File: config.mk
export PLATFORM = sky130hd
export DESIGN_NAME = serial_port_router
export DESIGN_NICKNAME = d
export VERILOG_FILES = /design/src/rtl/serial_port_router.sv
export SDC_FILE = /design/constraint.sdc
export NUM_CORES = 1
export LEC_CHECK = 0
export BUFFER_PORTS_ARGS = -buffer_cell sky130_fd_sc_hd__buf_2
export CAP_MARGIN = 15
export CORE_ASPECT_RATIO = 1.25
export CORE_UTILIZATION = 38
export DETAILED_ROUTE_END_ITERATION = 10
export PLACE_DENSITY = 0.62
export SETUP_SLACK_MARGIN = 0.4
export SYNTH_ARGS = -nofsm -noshare
export SYNTH_HDL_FRONTEND = slang
export SYNTH_SLANG_ARGS = --single-unit
File: constraint.sdc
create_clock -name clk -period 3.8 [get_ports clk]
set_input_delay 0.38 -clock clk [delete_from_list [all_inputs] [get_ports clk]]
set_output_delay 0.38 -clock clk [all_outputs]
set_load 0.05 [all_outputs]
File: src/rtl/serial_port_router.sv
// serial_port_router: deframes a serial packet stream and steers payload bits to one of NUM_PORTS lanes.
module serial_port_router #(
  parameter int NUM_PORTS = 4,
  parameter int PORT_W = 2,
  parameter int LEN_W = 4,
  parameter int PARITY_EN = 0
) (
  input  logic                 clk,
  input  logic                 rst,
  input  logic                 clk_en,
  input  logic                 serin,
  output logic [NUM_PORTS-1:0] data_out,
  output logic [NUM_PORTS-1:0] valid,
  output logic                 busy,
  output logic                 done,
  output logic                 err_port,
  output logic                 err_par,
  output logic [PORT_W-1:0]    cur_port,
  output logic [LEN_W-1:0]     cur_len,
  output logic [LEN_W-1:0]     rem
);
  localparam int CW = PORT_W > LEN_W ? PORT_W : LEN_W;
  typedef enum logic [2:0] {IDLE, PORT, LEN, DATA, PAR} state_t;
  state_t state, state_n;
  logic [CW-1:0] cnt;
  logic [PORT_W-1:0] port_sr;
  logic [LEN_W-1:0] len_sr, len_nx;
  logic [NUM_PORTS-1:0] sel;
  logic par, in_rng, hdr_last, fin;
  always_comb begin
    len_nx = LEN_W'({len_sr, serin});
    in_rng = {1'b0, port_sr} < (PORT_W+1)'(NUM_PORTS);
    sel = NUM_PORTS'(1) << port_sr;
    hdr_last = cnt == CW'(state == PORT ? PORT_W - 1 : LEN_W - 1);
    state_n = state;
    case (state)
      IDLE: state_n = serin ? IDLE : PORT;
      PORT: state_n = hdr_last ? LEN : PORT;
      LEN:  state_n = !hdr_last ? LEN : len_nx != '0 ? DATA : PARITY_EN != 0 ? PAR : IDLE;
      DATA: state_n = rem != LEN_W'(1) ? DATA : PARITY_EN != 0 ? PAR : IDLE;
      PAR:  state_n = IDLE;
      default: state_n = IDLE;
    endcase
    fin = state != IDLE && state_n == IDLE;
  end
  // strobes clear every clk so they stay one clk wide whatever the clk_en rate
  always_ff @(posedge clk) begin
    if (rst) begin
      state <= IDLE;
      cnt <= '0;
      port_sr <= '0;
      len_sr <= '0;
      par <= 1'b0;
      data_out <= '0;
      valid <= '0;
      busy <= 1'b0;
      done <= 1'b0;
      err_port <= 1'b0;
      err_par <= 1'b0;
      cur_port <= '0;
      cur_len <= '0;
      rem <= '0;
    end else begin
      valid <= '0;
      data_out <= '0;
      done <= 1'b0;
      err_port <= 1'b0;
      err_par <= 1'b0;
      if (clk_en) begin
        state <= state_n;
        cnt <= (state == PORT || state == LEN) && state_n == state ? cnt + 1'b1 : '0;
        if (state == IDLE) begin
          busy <= !serin;
          par <= 1'b0;
        end
        if (state == PORT) port_sr <= PORT_W'({port_sr, serin});
        if (state == LEN) len_sr <= len_nx;
        if (state == LEN && hdr_last) begin
          cur_port <= port_sr;
          cur_len <= len_nx;
          rem <= len_nx;
        end
        if (state == DATA) begin
          rem <= rem - 1'b1;
          par <= par ^ serin;
          valid <= sel;
          data_out <= serin ? sel : '0;
        end
        if (fin) begin
          busy <= 1'b0;
          done <= 1'b1;
          err_port <= !in_rng;
          err_par <= PARITY_EN != 0 && state == PAR && (par ^ serin);
        end
      end
    end
  end
endmodule

==> flow_metrics.env <==
export IMPL_critPathMaxFanout=9
export IMPL_seq_area_frac_synth_pct=40.4
export IMPL_cp_required_ns=4.01
export IMPL_die_h_microns=73.1
export IMPL_p_switching_uw=170
export IMPL_worst_hold_path_endpoint="data_out[2]"
export IMPL_nets=212
export IMPL_grt_util_all_layers_pct=16.5
export IMPL_die_area_sq_um=4300
export IMPL_ff2ff_setup_slack_ns=1.29
export IMPL_fin_cells=256
export IMPL_viasPerCell=5.04
export IMPL_clk_pin_slew_ns=0.06
export IMPL_vias=1291
export IMPL_crit_path_end_kind="flop"
export IMPL_antenna_cells=0
export IMPL_grt_pass1_vias=1147
export IMPL_setup_violations=0
export IMPL_drive_above_1_share_pct=18.8
export IMPL_start_util_pct=40.2
export IMPL_num_io_pins=26
export IMPL_synth_cell_types=44
export IMPL_cts_sinks=31
export IMPL_synth_avg_cell_area_sq_um=8.48
export IMPL_outcome="completed"
export IMPL_dr_pass1_iters=4
export IMPL_drtAntennaViolNets=0
export IMPL_power_density_nw_per_um2=389
export IMPL_drv_cap=0
export IMPL_gp_congestion=0.769
export IMPL_synth_ff_type="dfxtp_1"
export IMPL_cts_resized=0
export IMPL_layout_common_cells="31 x dfxtp_1, 26 x nor2_1, 23 x buf_2"
export IMPL_rows=25
export IMPL_htreeDepth=2
export IMPL_crit_family="compound AO/OA/AOI/OAI gates"
export IMPL_relSlewSlack_pct=63.1
export IMPL_grt_max_degree=25
export IMPL_seqCellArea_sq_um=621
export IMPL_syn_to_final_growth_pct=15.6
export IMPL_grt_overflow=0
export IMPL_insertion_delay_ns=0.28
export IMPL_multiInputGateArea_sq_um=831
export IMPL_fmax_ghz=0.399
export IMPL_drc=0
export IMPL_syn_inst=181
export IMPL_clkPwrFrac_pct=40.8
export IMPL_hold_buffers=0
export IMPL_r2r_end="cnt[2]"
export IMPL_worst_pin_slew_ns=0.554
export IMPL_routedWlPerCell_microns=12.5
export IMPL_switching_share_pct=24.6
export IMPL_drt_wl_total_mm=3.21
export IMPL_synth_edf_count=0
export IMPL_cp_slowest_cell="dfxtp_1"
export IMPL_final_common_cell="dfxtp_1"
export IMPL_drtIter0Drc=16
export IMPL_cts_root_buf="clkbuf_8"
export IMPL_hp_start="serin"
export IMPL_ys_warn_count=0
export IMPL_io_buffer_count=23
export IMPL_tns_ns=0
export IMPL_grt_first_pass_wirelength_mm=5.34
export IMPL_cts_buffers=5
export IMPL_setup_worst_path_start_class="flop"
export IMPL_min_path_type="in2reg"
export IMPL_finalCriticalPeriod_ns=2.51
export IMPL_crit_arrival_ns=2.72
export IMPL_core_area_sq_um=3820
export IMPL_path_cells="ha_1 -> or3b_4 -> a221o_1 -> or3_4 -> a221oi_4 -> nand4b_1 -> a31oi_1"
export IMPL_post_route_period_util_pct=66.0
export IMPL_power_frac_seq_pct=48.6
export IMPL_rsz0062_at_grt="no"
export IMPL_slowest_delay_ns=0.46
export IMPL_ys_ff_latch=31
export IMPL_p_int_uw=520
export IMPL_ir_worst_vdd_mv=0.120
export IMPL_reg2reg_from="rem[0]"
export IMPL_syn_cell_area_sq_um=1540
export IMPL_leakage_nw=0.701
export IMPL_cts_tree="done"
export IMPL_die_w_microns=58.9
export IMPL_p_comb_share_pct=10.6
export IMPL_critPathLaunch="rem[0]"
export IMPL_finClkSkew_ns=0.00304
export IMPL_slew_violations=0
export IMPL_finalHoldViolCount=0
export IMPL_hpwl_mm=2.21
export IMPL_dp_cells=248
export IMPL_crit_buf_inv=0
export IMPL_async_flop_share_pct=0
export IMPL_timing_hold_worst_path_depth=3
export IMPL_path_class="reg2reg"
export IMPL_grt_antenna_before_repair=0
export IMPL_n_fill_cell=400
export IMPL_postCtsSetupBuffers=0
export IMPL_clock_path_buffers=2
export IMPL_reg2regPathDepth=7
per-stage QoR:
step	hold WS [ns]	util (%)	setup slack [ns]	power [mW]	area (sq um)
4_1_cts	0.446	46.5	1.28	0.698	1780
5_1_grt	0.456	46.5	1.16	0.722	1780
2_1_floorplan	0.448	-	1.08	0.402	1540
3_3_place_gp	0.470	43.9	1.32	0.415	1680
3_5_place_dp	0.476	43.9	1.29	0.416	1680
6_report	0.448	46.5	1.29	0.690	1780
layer usage:
layer  track usage [%]  vias to the layer above  part of all wire, %
met1              19.0                      596                   44
met3              4.79                        5                  3.4
met2              28.3                       24                   51
li1                  -                      666                    -
met5                 0                        -                    0
met4              6.61                        0                  1.6
flip-flops by register name, indices dropped and copies added, names as in the netlist:
| register | cells |
|---|---|
| state | 2 |
| cnt | 4 |
| port_sr | 2 |
| data_out | 4 |
| cur_port | 2 |
| busy | 1 |
| cur_len | 4 |
| done | 1 |
| valid | 4 |
| rem | 4 |
| len_sr | 3 |
power groups by stage:
stage	clock [mW]	combinational [mW]	sequential [mW]
after floorplan	0	0.0562	0.346
after global placement	0	0.0727	0.342
after detailed placement	0	0.0730	0.343
after CTS	0.289	0.0734	0.335
after global routing	0.305	0.0808	0.336
final	0.282	0.0728	0.335
worst min-delay path, delay by kind of cell:
family / cells / cell delay [ns]
buf+inv: 1 / 0.17
simple gates: 2 / 0.14
cell families (layout without fill, tap and decap cells):
group           after synthesis  after routing  synth area share [%]
compound gates               37             37                  17.4
xor+xnor                      1              1                 0.571
fa+ha+maj                     7              7                  5.70
buf+inv                      21             41                  5.70
flops                        31             31                  40.4
mux                           7              7                  4.56
other cells                   1              2                 0.244
simple gates                 76             76                  25.3
Yosys cell counts (all sizes together) (2+ instances only):
| library cell | n | area, sq um |
|---|---|---|
| dfxtp | 31 | 621 |
| nor2 | 26 | 97.6 |
| nand2 | 16 | 60.1 |
| a21oi | 13 | 65.1 |
| clkbuf | 9 | 33.8 |
| inv | 9 | 33.8 |
| nand3 | 9 | 45.0 |
| ha | 7 | 87.6 |
| mux2i | 7 | 70.1 |
| nand2b | 5 | 31.3 |
| a211oi | 4 | 30.0 |
| nor2b | 4 | 25.0 |
| o21ai | 4 | 20.0 |
| a31oi | 3 | 18.8 |
| buf | 3 | 20.0 |
| nand3b | 3 | 22.5 |
| nor3b | 3 | 22.5 |
| a221oi | 2 | 35.0 |
| o31ai | 2 | 20.0 |
| or3b | 2 | 20.0 |
worst max path at each step:
stage | cells after the start | end
floorplan | 7 | cnt[2]
detailed placement | 7 | cnt[2]
CTS | 7 | cnt[2]
global route | 7 | cnt[3]
finish | 7 | cnt[2]
global placement | 7 | cnt[2]
layout make-up:
class / instances / area share, %
multi-input combinational: 130 / 46.8
sequential: 31 / 35.0
timing repair buffer: 24 / 6.91
clock buffer: 8 / 5.64
tap: 54 / 3.81
inverter: 9 / 1.90
Note: power is estimated with default switching activity, not from simulation.
